**config.mk**
```make
export PLATFORM = sky130hd
export DESIGN_NAME = bubble_host_sequencer
export DESIGN_NICKNAME = d
export VERILOG_FILES = /design/src/rtl/bubble_host_sequencer.sv
export SDC_FILE = /design/constraint.sdc
export NUM_CORES = 1
export LEC_CHECK = 0
export CORE_MARGIN = 2
export CORE_UTILIZATION = 55
export DETAILED_ROUTE_END_ITERATION = 12
export GPL_TIMING_DRIVEN = 0
export PLACE_DENSITY = 0.76
export SYNTH_ARGS = -nofsm -noshare
export SYNTH_HDL_FRONTEND = slang
export SYNTH_SLANG_ARGS = --single-unit
```
**constraint.sdc**
```tcl
create_clock -name MCLK -period 4.7 [get_ports MCLK]
set_clock_uncertainty 0.05 [all_clocks]
set_input_delay 1.175 -clock MCLK [delete_from_list [all_inputs] [get_ports MCLK]]
set_output_delay 1.175 -clock MCLK [all_outputs]
set_load 0.01 [all_outputs]
```
**src/rtl/bubble_host_sequencer.sv**
```systemverilog
// ============================================================================
// Module   : bubble_host_sequencer
// Purpose  : Bubble-memory host page-read sequencer. It runs the setup, seek,
//            replicate and latency phases, then samples the two bubble outputs
//            into bytes that are passed through a 4-entry FIFO.
// Options  : BUBBLE_HOST_CHECKSUM_EN enables the XOR page checksum.
// Revision : 1.0  initial release
// ============================================================================
`default_nettype none

module bubble_host_sequencer #(
  parameter int T_SETUP   = 2400,
  parameter int T_BIT     = 120,
  parameter int T_REP     = 34,
  parameter int LAT_BITS  = 16,
  parameter int PAGE_BITS = 256
) (
  input  logic        MCLK,
  input  logic        MRST,
  input  logic        cmd_valid,
  output logic        cmd_ready,
  input  logic [11:0] cmd_page,
  input  logic        cmd_boot,
  output logic        nBSEN,
  output logic        nREPEN,
  output logic        nBOOTEN,
  input  logic        DOUT0,
  input  logic        DOUT1,
  output logic        byte_valid,
  input  logic        byte_ready,
  output logic [7:0]  byte_data,
  output logic        done,
  output logic        overflow,
  output logic [7:0]  checksum
);

  localparam int CMAX = (T_SETUP > T_BIT) ? T_SETUP : T_BIT;
  localparam int CW   = $clog2(CMAX + 1);
  localparam int PMAX = (LAT_BITS > PAGE_BITS) ? LAT_BITS : PAGE_BITS;
  localparam int PW   = ($clog2(PMAX + 1) < 2) ? 2 : $clog2(PMAX + 1);

  localparam logic [CW-1:0] SETUP_END = CW'(T_SETUP - 1);
  localparam logic [CW-1:0] BIT_END   = CW'(T_BIT - 1);
  localparam logic [CW-1:0] SAMPLE_AT = CW'(T_BIT / 2);
  localparam logic [CW-1:0] REP_LEN   = CW'(T_REP);
  localparam logic [PW-1:0] LAT_END   = PW'((LAT_BITS > 0) ? LAT_BITS - 1 : 0);
  localparam logic [PW-1:0] PAGE_END  = PW'(PAGE_BITS - 1);
  localparam bit            LAT_SKIP  = (LAT_BITS == 0);

  typedef enum logic [2:0] {
    S_IDLE  = 3'd0,
    S_SETUP = 3'd1,
    S_SEEK  = 3'd2,
    S_REPL  = 3'd3,
    S_LAT   = 3'd4,
    S_DATA  = 3'd5,
    S_FLUSH = 3'd6
  } state_t;

  state_t          state_q, state_d;
  logic [CW-1:0]   cyc_q, cyc_d;
  logic [11:0]     pos_q, pos_d;
  logic [PW-1:0]   per_q, per_d;
  logic [11:0]     page_q, page_d;
  logic            boot_q, boot_d;
  logic [7:0]      acc_q, acc_d;

  logic            d0_meta_q, d0_sync_q, d1_meta_q, d1_sync_q;

  logic [7:0]      fifo_q [4];
  logic [1:0]      wr_q, rd_q;
  logic [2:0]      cnt_q;
  logic            ovf_q;

  logic            w_accept, w_bit_end, w_sample, w_last_pos, w_push;
  logic            w_pop, w_store, w_active;
  logic [7:0]      w_byte;

  // Bubble outputs are asynchronous to MCLK.
  always_ff @(posedge MCLK or negedge MRST) begin
    if (!MRST) begin
      d0_meta_q <= 1'b0;
      d0_sync_q <= 1'b0;
      d1_meta_q <= 1'b0;
      d1_sync_q <= 1'b0;
    end else begin
      d0_meta_q <= DOUT0;
      d0_sync_q <= d0_meta_q;
      d1_meta_q <= DOUT1;
      d1_sync_q <= d1_meta_q;
    end
  end

  assign w_accept   = cmd_valid && (state_q == S_IDLE);
  assign w_bit_end  = (cyc_q == BIT_END);
  assign w_sample   = (state_q == S_DATA) && (cyc_q == SAMPLE_AT);
  assign w_last_pos = (per_q == PAGE_END);
  // Four positions per byte; the final position flushes a partial byte.
  assign w_push     = w_sample && ((per_q[1:0] == 2'd3) || w_last_pos);

  always_comb begin
    w_byte                     = acc_q;
    w_byte[{per_q[1:0], 1'b0}] = d0_sync_q;
    w_byte[{per_q[1:0], 1'b1}] = d1_sync_q;
  end

  always_comb begin
    state_d = state_q;
    cyc_d   = cyc_q;
    pos_d   = pos_q;
    per_d   = per_q;
    page_d  = page_q;
    boot_d  = boot_q;
    acc_d   = acc_q;
    case (state_q)
      S_IDLE: begin
        if (w_accept) begin
          state_d = S_SETUP;
          cyc_d   = '0;
          pos_d   = '0;
          per_d   = '0;
          acc_d   = '0;
          page_d  = cmd_page;
          boot_d  = cmd_boot;
        end
      end
      S_SETUP: begin
        cyc_d = cyc_q + 1'b1;
        if (cyc_q == SETUP_END) begin
          cyc_d   = '0;
          pos_d   = '0;
          state_d = (page_q == 12'd0) ? S_REPL : S_SEEK;
        end
      end
      S_SEEK: begin
        cyc_d = cyc_q + 1'b1;
        if (w_bit_end) begin
          cyc_d = '0;
          pos_d = pos_q + 12'd1;
          if (pos_q + 12'd1 == page_q) begin
            state_d = S_REPL;
          end
        end
      end
      S_REPL: begin
        cyc_d = cyc_q + 1'b1;
        if (w_bit_end) begin
          cyc_d   = '0;
          pos_d   = pos_q + 12'd1;
          per_d   = '0;
          state_d = LAT_SKIP ? S_DATA : S_LAT;
        end
      end
      S_LAT: begin
        cyc_d = cyc_q + 1'b1;
        if (w_bit_end) begin
          cyc_d = '0;
          pos_d = pos_q + 12'd1;
          if (per_q == LAT_END) begin
            per_d   = '0;
            state_d = S_DATA;
          end else begin
            per_d = per_q + 1'b1;
          end
        end
      end
      S_DATA: begin
        cyc_d = cyc_q + 1'b1;
        if (w_sample) begin
          acc_d = w_push ? 8'h00 : w_byte;
        end
        if (w_bit_end) begin
          cyc_d = '0;
          pos_d = pos_q + 12'd1;
          if (w_last_pos) begin
            per_d   = '0;
            state_d = S_FLUSH;
          end else begin
            per_d = per_q + 1'b1;
          end
        end
      end
      S_FLUSH: begin
        if (cnt_q == 3'd0) begin
          state_d = S_IDLE;
        end
      end
      default: state_d = S_IDLE;
    endcase
  end

  always_ff @(posedge MCLK or negedge MRST) begin
    if (!MRST) begin
      state_q <= S_IDLE;
      cyc_q   <= '0;
      pos_q   <= '0;
      per_q   <= '0;
      page_q  <= '0;
      boot_q  <= 1'b0;
      acc_q   <= '0;
    end else begin
      state_q <= state_d;
      cyc_q   <= cyc_d;
      pos_q   <= pos_d;
      per_q   <= per_d;
      page_q  <= page_d;
      boot_q  <= boot_d;
      acc_q   <= acc_d;
    end
  end

  // A push into a full FIFO still lands when the same cycle pops.
  assign w_pop   = byte_valid && byte_ready;
  assign w_store = w_push && ((cnt_q != 3'd4) || w_pop);

  always_ff @(posedge MCLK or negedge MRST) begin
    if (!MRST) begin
      for (int i = 0; i < 4; i++) begin
        fifo_q[i] <= 8'h00;
      end
      wr_q  <= '0;
      rd_q  <= '0;
      cnt_q <= '0;
      ovf_q <= 1'b0;
    end else begin
      if (w_store) begin
        fifo_q[wr_q] <= w_byte;
        wr_q         <= wr_q + 2'd1;
      end
      if (w_pop) begin
        rd_q <= rd_q + 2'd1;
      end
      case ({w_store, w_pop})
        2'b10:   cnt_q <= cnt_q + 3'd1;
        2'b01:   cnt_q <= cnt_q - 3'd1;
        default: cnt_q <= cnt_q;
      endcase
      if (w_accept) begin
        ovf_q <= 1'b0;
      end else if (w_push && !w_store) begin
        ovf_q <= 1'b1;
      end
    end
  end

`ifdef BUBBLE_HOST_CHECKSUM_EN
  logic [7:0] csum_q;

  // Dropped bytes are folded in as well.
  always_ff @(posedge MCLK or negedge MRST) begin
    if (!MRST) begin
      csum_q <= 8'h00;
    end else if (w_accept) begin
      csum_q <= 8'h00;
    end else if (w_push) begin
      csum_q <= csum_q ^ w_byte;
    end
  end

  assign checksum = csum_q;
`else
  assign checksum = 8'h00;
`endif

  assign w_active   = (state_q == S_SETUP) || (state_q == S_SEEK) ||
                      (state_q == S_REPL)  || (state_q == S_LAT)  ||
                      (state_q == S_DATA);
  assign cmd_ready  = (state_q == S_IDLE);
  assign nBSEN      = !w_active;
  assign nBOOTEN    = !(w_active && boot_q);
  assign nREPEN     = !((state_q == S_REPL) && (cyc_q < REP_LEN));
  assign done       = (state_q == S_FLUSH) && (cnt_q == 3'd0);
  assign byte_valid = (cnt_q != 3'd0);
  assign byte_data  = fifo_q[rd_q];
  assign overflow   = ovf_q;

endmodule

`default_nettype wire

```
==> results of run 1 <==
-- cell type report --
type	instances	area, µm²	share of cell area, %
Sequential cell	101	2527	41.74
Clock buffer	9	123.9	2.045
Tap cell	129	161.4	2.665
Inverter	17	63.81	1.054
Multi-Input combinational cell	354	2618	43.22
Buffer	27	131.4	2.169
Timing Repair Buffer	34	355.3	5.868
Clock inverter	7	75.07	1.240
-- cells by family (layout without fill, tap and decap cells) --
| kind of cell | count (synthesis) | count (layout) | share of synthesized area [%] |
|---|---|---|---|
| AOI/OAI and AO/OA | 96 | 96 | 11.35 |
| xor gates and xnor gates | 27 | 27 | 4.450 |
| adders and majority gates | 15 | 15 | 3.673 |
| buffers and inverters | 44 | 94 | 3.673 |
| DFF | 101 | 101 | 47.56 |
| muxes | 62 | 62 | 14.81 |
| other | 1 | 8 | 0.07057 |
| and+or+nand+nor | 146 | 146 | 14.41 |
-- through the flow --
stage	utilization, %	hold slack (ps)	std cells	setup TNS, ps	cell area (µm²)
after floorplan	-	281.2	499	0	5340
after global placement	62.52	282.1	661	-137900	5832
after detailed placement	62.79	299.0	662	0	5857
after CTS	64.92	318.9	678	0	6056
after global routing	64.92	317.8	678	0	6056
final	64.92	313.5	678	0	6056
-- cell usage in the layout, fill, tap and decap left out, types with 4 or more instances in the layout --
cell,Yosys,layout
inv_1,17,17
mux2_2,51,51
clkdlybuf4s50_1,0,32
nor2_1,32,32
clkbuf_1,16,16
nand4_1,7,7
nor3_1,9,9
or3_1,4,4
xnor2_1,17,17
nand2b_1,5,5
o21ai_0,40,40
nand2_2,4,4
o31ai_1,11,11
dfrtp_1,101,101
and2_1,5,5
clkbuf_8,0,9
a21oi_1,15,15
a22o_1,10,10
ha_1,14,14
xor2_1,10,10
conb_1,1,8
nand2_1,35,35
nand3b_1,5,5
and3_1,8,8
buf_4,8,9
mux4_2,8,8
nand3_1,13,13
-- sequential cells by signal, summed over array words and instances, names as in the netlist --
register and flops:
acc_q 8, boot_q 1, cnt_q 3, cyc_q 12, d0_meta_q 1, d0_sync_q 1
d1_meta_q 1, d1_sync_q 1, fifo_q 32, overflow 1, page_q 12, per_q 9
pos_q 12, rd_q 2, state_q 3, wr_q 2
-- worst register-to-register path, stage by stage, from the launching register on --
cell,delay (ps)
dfrtp_1,420
or3_1,410
or4b_1,560
nor4_2,490
nor3b_4,500
inv_1,90
ha_1,220
inv_1,70
fa_1,390
o21ai_0,160
-- routing by layer --
layer	up-vias	wire, µm	track usage (%)
li1	1857	-	-
met1	1910	4963	29.84
met2	86	5412	39.52
met3	23	328	2.804
met4	0	205	7.590
met5	-	0	0
-- worst max path at each step --
| stage | to | slack (ps) | cells past startpoint |
|---|---|---|---|
| after floorplan | cnt_q[1] | 1610 | 9 |
| after global placement | pos_q[7] | -1370 | 1 |
| after detailed placement | cnt_q[2] | 1060 | 10 |
| after CTS | nREPEN | 1010 | 4 |
| after global routing | byte_data[2] | 890 | 3 |
| final | nREPEN | 1020 | 4 |
-- power by group through the flow --
stage / combinational, mW / clock (mW) / sequential, mW
6_report: 0.815 / 0.551 / 1.08
5_1_grt: 0.916 / 0.606 / 1.09
4_1_cts: 0.812 / 0.569 / 1.07
3_5_place_dp: 0.809 / 0 / 1.09
3_3_place_gp: 0.784 / 0 / 1.09
2_1_floorplan: 0.580 / 0 / 1.06
==> qor.yml, run 1 <==
die:
  coreArea_um2: 9328
  die_x_um: 102.3
  rows: 35
  fp.dieH_um: 102.3
  die_area_um2: 10460
  ios: 42
  start_util_pct: 56.97
synth:
  synth_edf_count: 0
  yosys_warnings: 0
  synth_commonest_cells: "dfrtp_1 (101), mux2_2 (51), o21ai_0 (40)"
  ys.flop_type: "dfrtp_1"
  synth_top_area_cell: "dfrtp_1"
  synth.most_common_cell: "dfrtp_1"
  ys_ff_latch: 101
  seq_area_frac_synth_pct: 47.56
  synth.area.top_cells: "dfrtp_1 (48%), mux2_2 (11%), o21ai_0 (3.8%), mux4_2 (3.4%), ha_1 (3.3%)"
  postSynth.asyncResetShare_pct: 100.0
  syn-cell-area_um2: 5314
  synth.distinct_cells: 53
  synth_cells: 492
  post_synth.cell_area_avg_um2: 10.80
  synth_top_cell_area_share_pct: 47.56
worst_hold_path:
  hold_path_class: "reg -> reg"
  hold-path-cell-count: 0
  min_from: "d1_meta_q"
  worstHoldEndpoint: "d1_sync_q"
job:
  maxCapViolCount: 0
place:
  preCtsSetupSlack_ps: 1058
  hpwl_um: 7968
  gp_congestion: 0.9417
  io_buffers: 33
timing:
  max_slew_margin_pct: 45.93
  slew_viol_final: 0
  period_minus_slack_ps: 3676
  rsz0062_at_grt: "false"
  worst_slew_pin_slew_ps: 811.1
  clock.fmax_mhz: 272.0
  hold_viol_final: 0
  final.setup.worst_slack_ps: 1024
  finalCritPeriodShare_pct: 78.22
  setup_viol: 0
setup_path:
  critPathLaunch: "cyc_q[7]"
  crit_fanout: 4
  cp_slowest_cell: "or4b_1"
  cpLargestDelayFamily: "simple AND/OR/NAND/NOR gates"
  r2r_end: "cnt_q[1]"
  cp.required_ps: 3470
  crit_path_cell_trace: "or3_1 -> or4b_1 -> nand3b_1 -> clkdlybuf4s50_1"
  critical_path_class: "reg -> out"
  cp_num_buf_inv: 1
  cp-start-kind: "register"
  r2r_start: "cyc_q[7]"
  max_stage_delay_ps: 560
  arrival_ps: 2450
  r2r_slack_ps: 1260
  reg2reg_depth: 9
  worst_setup_path_end_kind: "primary output"
clocking:
  cts_buffer_depth: 2
  h-tree-depth: 3
  numCtsBuffers: 9
  clock-sinks: 101
  cts_setup_buffers: 0
  clkTransAtPathRegs_ps: 110
  clock-root-buffer: "clkbuf_8"
  ctsHoldBuffers: 0
  tritoncts: "yes"
  cts_resized: 0
  clk_latency_ps: 370
final_layout:
  final_nets: 578
  areaGrowthSynthToFinish_pct: 13.96
  fillerInstances: 734
  diodes: 0
  drive_above_1_share_pct: 16.94
global_routing:
  grt_overflow: 0
  first_global_vias: 3928
  grt_max_degree: 59
  track_usage_pct: 22.79
  antenna_found_initial: 0
  grt_pass1_wl_um: 18700
route:
  viasPerCell: 5.717
  drt_wl_total_um: 10910
  via_count: 3876
  drc: 0
  drtIter0Drc: 165
  drt_pre_antenna_iters: 5
  routedWlPerCell_um: 16.09
  ant_nets: 0
outcome:
  status: "completed"
power_and_ir_drop:
  p_switching_uw: 925.2
  swShare_pct: 37.84
  p_int_mw: 1.520
  power_frac_seq_pct: 44.1
  clockPowerShare_pct: 22.6
  ir_worst_vdd_uv: 377.1
  p_total_mw: 2.445
  p_comb_share_pct: 33.3
  power_per_cell_area_nw_per_um2: 403.7
  p_leak_nw: 2.651
No activity file was read; power rests on OpenSTA's default activity.
==> run 2, diff against run 1 <==
CORE_UTILIZATION = 53   (was 55)
clock period = 3.25 ns   (was 4.7 ns; I/O delays follow)
==> qor.yml, run 2 (synthesis results as in run 1) <==
final_layout:
  final_nets: 578
  largest_register_ffs: 32
  final_common_cell: "dfrtp_1"
  fillerInstances: 818
  diodes: 0
  final_area_um2: 6116
  mostFrequentLayoutCells: "dfrtp_1 (101), mux2_2 (51), o21ai_0 (40)"
  fin_cells: 682
  regMostFlops: "fifo_q"
  areaGrowthSynthToFinish_pct: 15.09
  finish.utilization_pct: 62.57
  drive_above_1_share_pct: 18.21
power_and_ir_drop:
  p_leak_nw: 2.680
  p_total_mw: 3.620
  ir_worst_vdd_uv: 509.4
  power_per_cell_area_nw_per_um2: 591.9
setup_path:
  r2r_end: "cnt_q[2]"
  critical_path_class: "reg -> out"
  arrival_ps: 2290
  worst_setup_path_end_kind: "primary output"
  critPathLaunch: "cyc_q[7]"
  cp.required_ps: 2390
  crit_fanout: 4
  reg2reg_depth: 11
  r2r_slack_ps: 160
  cp-start-kind: "register"
  r2r_start: "cyc_q[7]"
route:
  drtIter0Drc: 251
  ant_nets: 0
  routedWlPerCell_um: 16.29
  drt_pre_antenna_iters: 5
  drc: 0
  drt_wl_total_um: 11110
  viasPerCell: 5.742
  via_count: 3916
place:
  place_area_um2: 5862
  dp_cells: 666
  gp_congestion: 0.9123
  preCtsSetupSlack_ps: -194.9
  hpwl_um: 7879
  io_buffers: 33
clocking:
  numCtsBuffers: 9
  h-tree-depth: 3
  clock-sinks: 101
  ctsHoldBuffers: 0
  clk_latency_ps: 380
  cts_buffer_depth: 2
  clock-root-buffer: "clkbuf_8"
  clkTransAtPathRegs_ps: 100
  tritoncts: "yes"
die:
  fp.dieH_um: 104.1
  die_x_um: 104.1
  start_util_pct: 54.37
  die_area_um2: 10840
  ios: 42
  coreArea_um2: 9774
  rows: 36
timing:
  clock.fmax_mhz: 317.7
  rsz0062_at_grt: "false"
  finalCritPeriodShare_pct: 96.86
  setup_viol: 0
  whs_ps: 291.8
  worst_slew_pin_slew_ps: 715.6
  slew_viol_final: 0
  max_slew_margin_pct: 51.79
  period_minus_slack_ps: 3148
  setup_tns_ps: 0
  final.setup.worst_slack_ps: 102.2
  hold_viol_final: 0
outcome:
  status: "completed"
global_routing:
  grt_max_degree: 75
  track_usage_pct: 21.47
  grt_pass1_wl_um: 18750
  grt_overflow: 0
  antenna_found_initial: 0
  first_global_vias: 3912
job:
  maxCapViolCount: 0
worst_hold_path:
  hold_path_class: "in -> async"
[run 2: cell count changes in the layout (fill, tap and decap cells not counted), moves of 2 or more]
cell,previous run,this run
nor2_1,32,30
inv_8,3,0
inv_6,1,3
clkbuf_8,9,11
[run 2: layer usage]
metal  track usage (%)  part of all wire [%]  vias up
met2             35.81                    50      106
met4             7.143                   1.5        0
met3             5.451                   4.9       14
met1             27.44                    44     1933
met5                 0                     0        -
li1                  -                     -     1863
[run 2: layout make-up]
class | count | area [µm²] | area share [%]
Multi-Input combinational cell | 354 | 2653 | 43.37
Sequential cell | 101 | 2527 | 41.33
Timing Repair Buffer | 35 | 361.6 | 5.912
Tap cell | 133 | 166.4 | 2.721
Clock buffer | 11 | 151.4 | 2.475
Buffer | 26 | 127.6 | 2.087
Clock inverter | 5 | 65.06 | 1.064
Inverter | 17 | 63.81 | 1.043
[run 2: where the power goes]
group	internal [mW]	leakage [nW]	switching [mW]
clock network	0.408	0.111	0.455
logic	0.501	1.22	0.703
registers	1.40	1.35	0.156
total	2.31	2.68	1.31
[run 2: repair_timing]
action	in CTS	in global routing
endpoints found under the setup margin	11	15
pin swaps	0	0
gates resized for setup	1	8
setup buffers	1	0
[run 2: worst max-delay path by stage]
stage | to | slack, ps
after floorplan | cnt_q[1] | 160
after global placement | pos_q[8] | -2370
after detailed placement | cnt_q[2] | -190
after CTS | cnt_q[2] | 20
after global routing | cnt_q[2] | 2
final | nREPEN | 100
[run 2: critical path, cell delays in order, from the launching register on]
cell	delay, ps
dfrtp_1	420
or3_1	430
or4b_4	550
nand3b_1	200
dlygate4sd2_1	310
==> run 3, diff against run 2 <==
CORE_MARGIN = 10   (was 2)
CTS_CLUSTER_DIAMETER = 200   (was not set)
==> qor.yml, run 3 (synthesis results as in run 1) <==
outcome:
  status: "completed"
die:
  rows: 36
  start_util_pct: 54.37
  coreArea_um2: 9774
  die_area_um2: 14430
  ios: 42
  die_x_um: 120.1
  fp.dieH_um: 120.1
place:
  gp_congestion: 0.9365
  io_buffers: 33
  hpwl_um: 8358
final_layout:
  final_common_cell: "dfrtp_1"
  final_nets: 578
  largest_register_ffs: 32
  diodes: 0
  seq_area_um2: 2527
  regMostFlops: "fifo_q"
  drive_above_1_share_pct: 18.21
  fillerInstances: 828
  multi_input_area_um2: 2648
  mostFrequentLayoutCells: "dfrtp_1 (101), mux2_2 (51), o21ai_0 (40)"
  finish.utilization_pct: 62.43
  areaGrowthSynthToFinish_pct: 14.83
timing:
  setup_viol: 0
  worst_slew_pin_slew_ps: 672.1
  hold_viol_final: 0
  period_minus_slack_ps: 3133
  rsz0062_at_grt: "false"
  clock.fmax_mhz: 319.2
  max_slew_margin_pct: 54.72
  whs_ps: 311.6
  finalCritPeriodShare_pct: 96.38
  slew_viol_final: 0
clocking:
  ctsHoldBuffers: 0
  h-tree-depth: 3
  clock-sinks: 101
  clock-root-buffer: "clkbuf_8"
  tritoncts: "yes"
  numCtsBuffers: 9
  clk_latency_ps: 380
  cts_buffer_depth: 2
  clkTransAtPathRegs_ps: 100
setup_path:
  critical_path_class: "reg -> out"
  cp-start-kind: "register"
  arrival_ps: 2270
  max_stage_delay_ps: 560
  cpLargestDelayFamily: "simple AND/OR/NAND/NOR gates"
  cp_num_buf_inv: 1
  crit_fanout: 4
  worst_setup_path_end_kind: "primary output"
  crit_path_cell_trace: "or3_1 -> or4b_4 -> nand3b_1 -> dlygate4sd2_1"
  cp.required_ps: 2390
  cp_slowest_cell: "or4b_4"
route:
  drtIter0Drc: 245
  routedWlPerCell_um: 16.56
  drt_pre_antenna_iters: 5
  via_count: 3860
  ant_nets: 0
  viasPerCell: 5.660
  drc: 0
  drt_wl_total_um: 11290
global_routing:
  grt_pass1_wl_um: 19340
  track_usage_pct: 16.26
  antenna_found_initial: 0
  grt_overflow: 0
  grt_max_degree: 66
  first_global_vias: 3966
power_and_ir_drop:
  p_leak_nw: 2.674
  ir_worst_vdd_uv: 509.8
  power_per_cell_area_nw_per_um2: 587.7
job:
  maxCapViolCount: 0
worst_hold_path:
  hold_path_class: "reg -> reg"
[run 3: cell count changes in the layout (fill, tap and decap cells not counted)]
cell and change:
clkinv_2 +1, inv_6 -1, nor2_4 -1, nor2_2 +1, clkinv_4 +1, clkbuf_8 -1
[run 3: final cells by class]
class                      count  share of cell area, %
clock inverter                 6                  1.148
inverter                      17                  1.046
clock buffer                  10                  2.255
timing repair buffer          35                  5.926
buffer                        26                  2.091
sequential                   101                  41.42
tap                          133                  2.727
multi-input combinational    354                  43.39
[run 3: through the flow]
stage	area (µm²)	total power, mW	setup TNS, ps	instances	setup slack, ps
floorplan	5340	2.370	0	499	162.4
global placement	5837	2.719	-240760	665	-2388
detailed placement	5862	2.752	-382.3	666	-203.3
CTS	6072	3.585	0	682	58.40
global route	6102	3.815	0	682	46.34
finish	6102	3.586	0	682	117.5
[run 3: final timing paths]
check | to | cells past startpoint | slack [ps] | from
max | nREPEN | 4 | 120 | cyc_q[7]
min | d1_sync_q | 0 | 310 | d1_meta_q
max reg2reg | cnt_q[2] | 15 | 240 | per_q[0]
min reg2reg | d1_sync_q | 0 | 310 | d1_meta_q
max in group asynchronous | fifo_q[11] | 2 | 2130 | MRST
min in group asynchronous | fifo_q[29] | 1 | 350 | MRST
[run 3: layer usage]
layer	routed length, µm	vias to the layer above	part of all wire (%)	GRT usage, %
met5	0	-	0	0
met4	161	0	1.4	6.184
met3	547	12	4.8	3.047
met2	5477	73	49	26.69
li1	-	1866	-	-
met1	5105	1909	45	20.89
[run 3: where the power goes]
group | total, mW | switching (mW) | internal [mW]
clock network | 0.842 | 0.457 | 0.384
logic | 1.19 | 0.691 | 0.500
registers | 1.55 | 0.156 | 1.40
total | 3.59 | 1.30 | 2.28
[run 3: what timing repair did]
action,in CTS,in global routing
gates resized for setup,1,7
buffers inserted,1,0
setup endpoints to repair,11,12
pin swaps,0,1
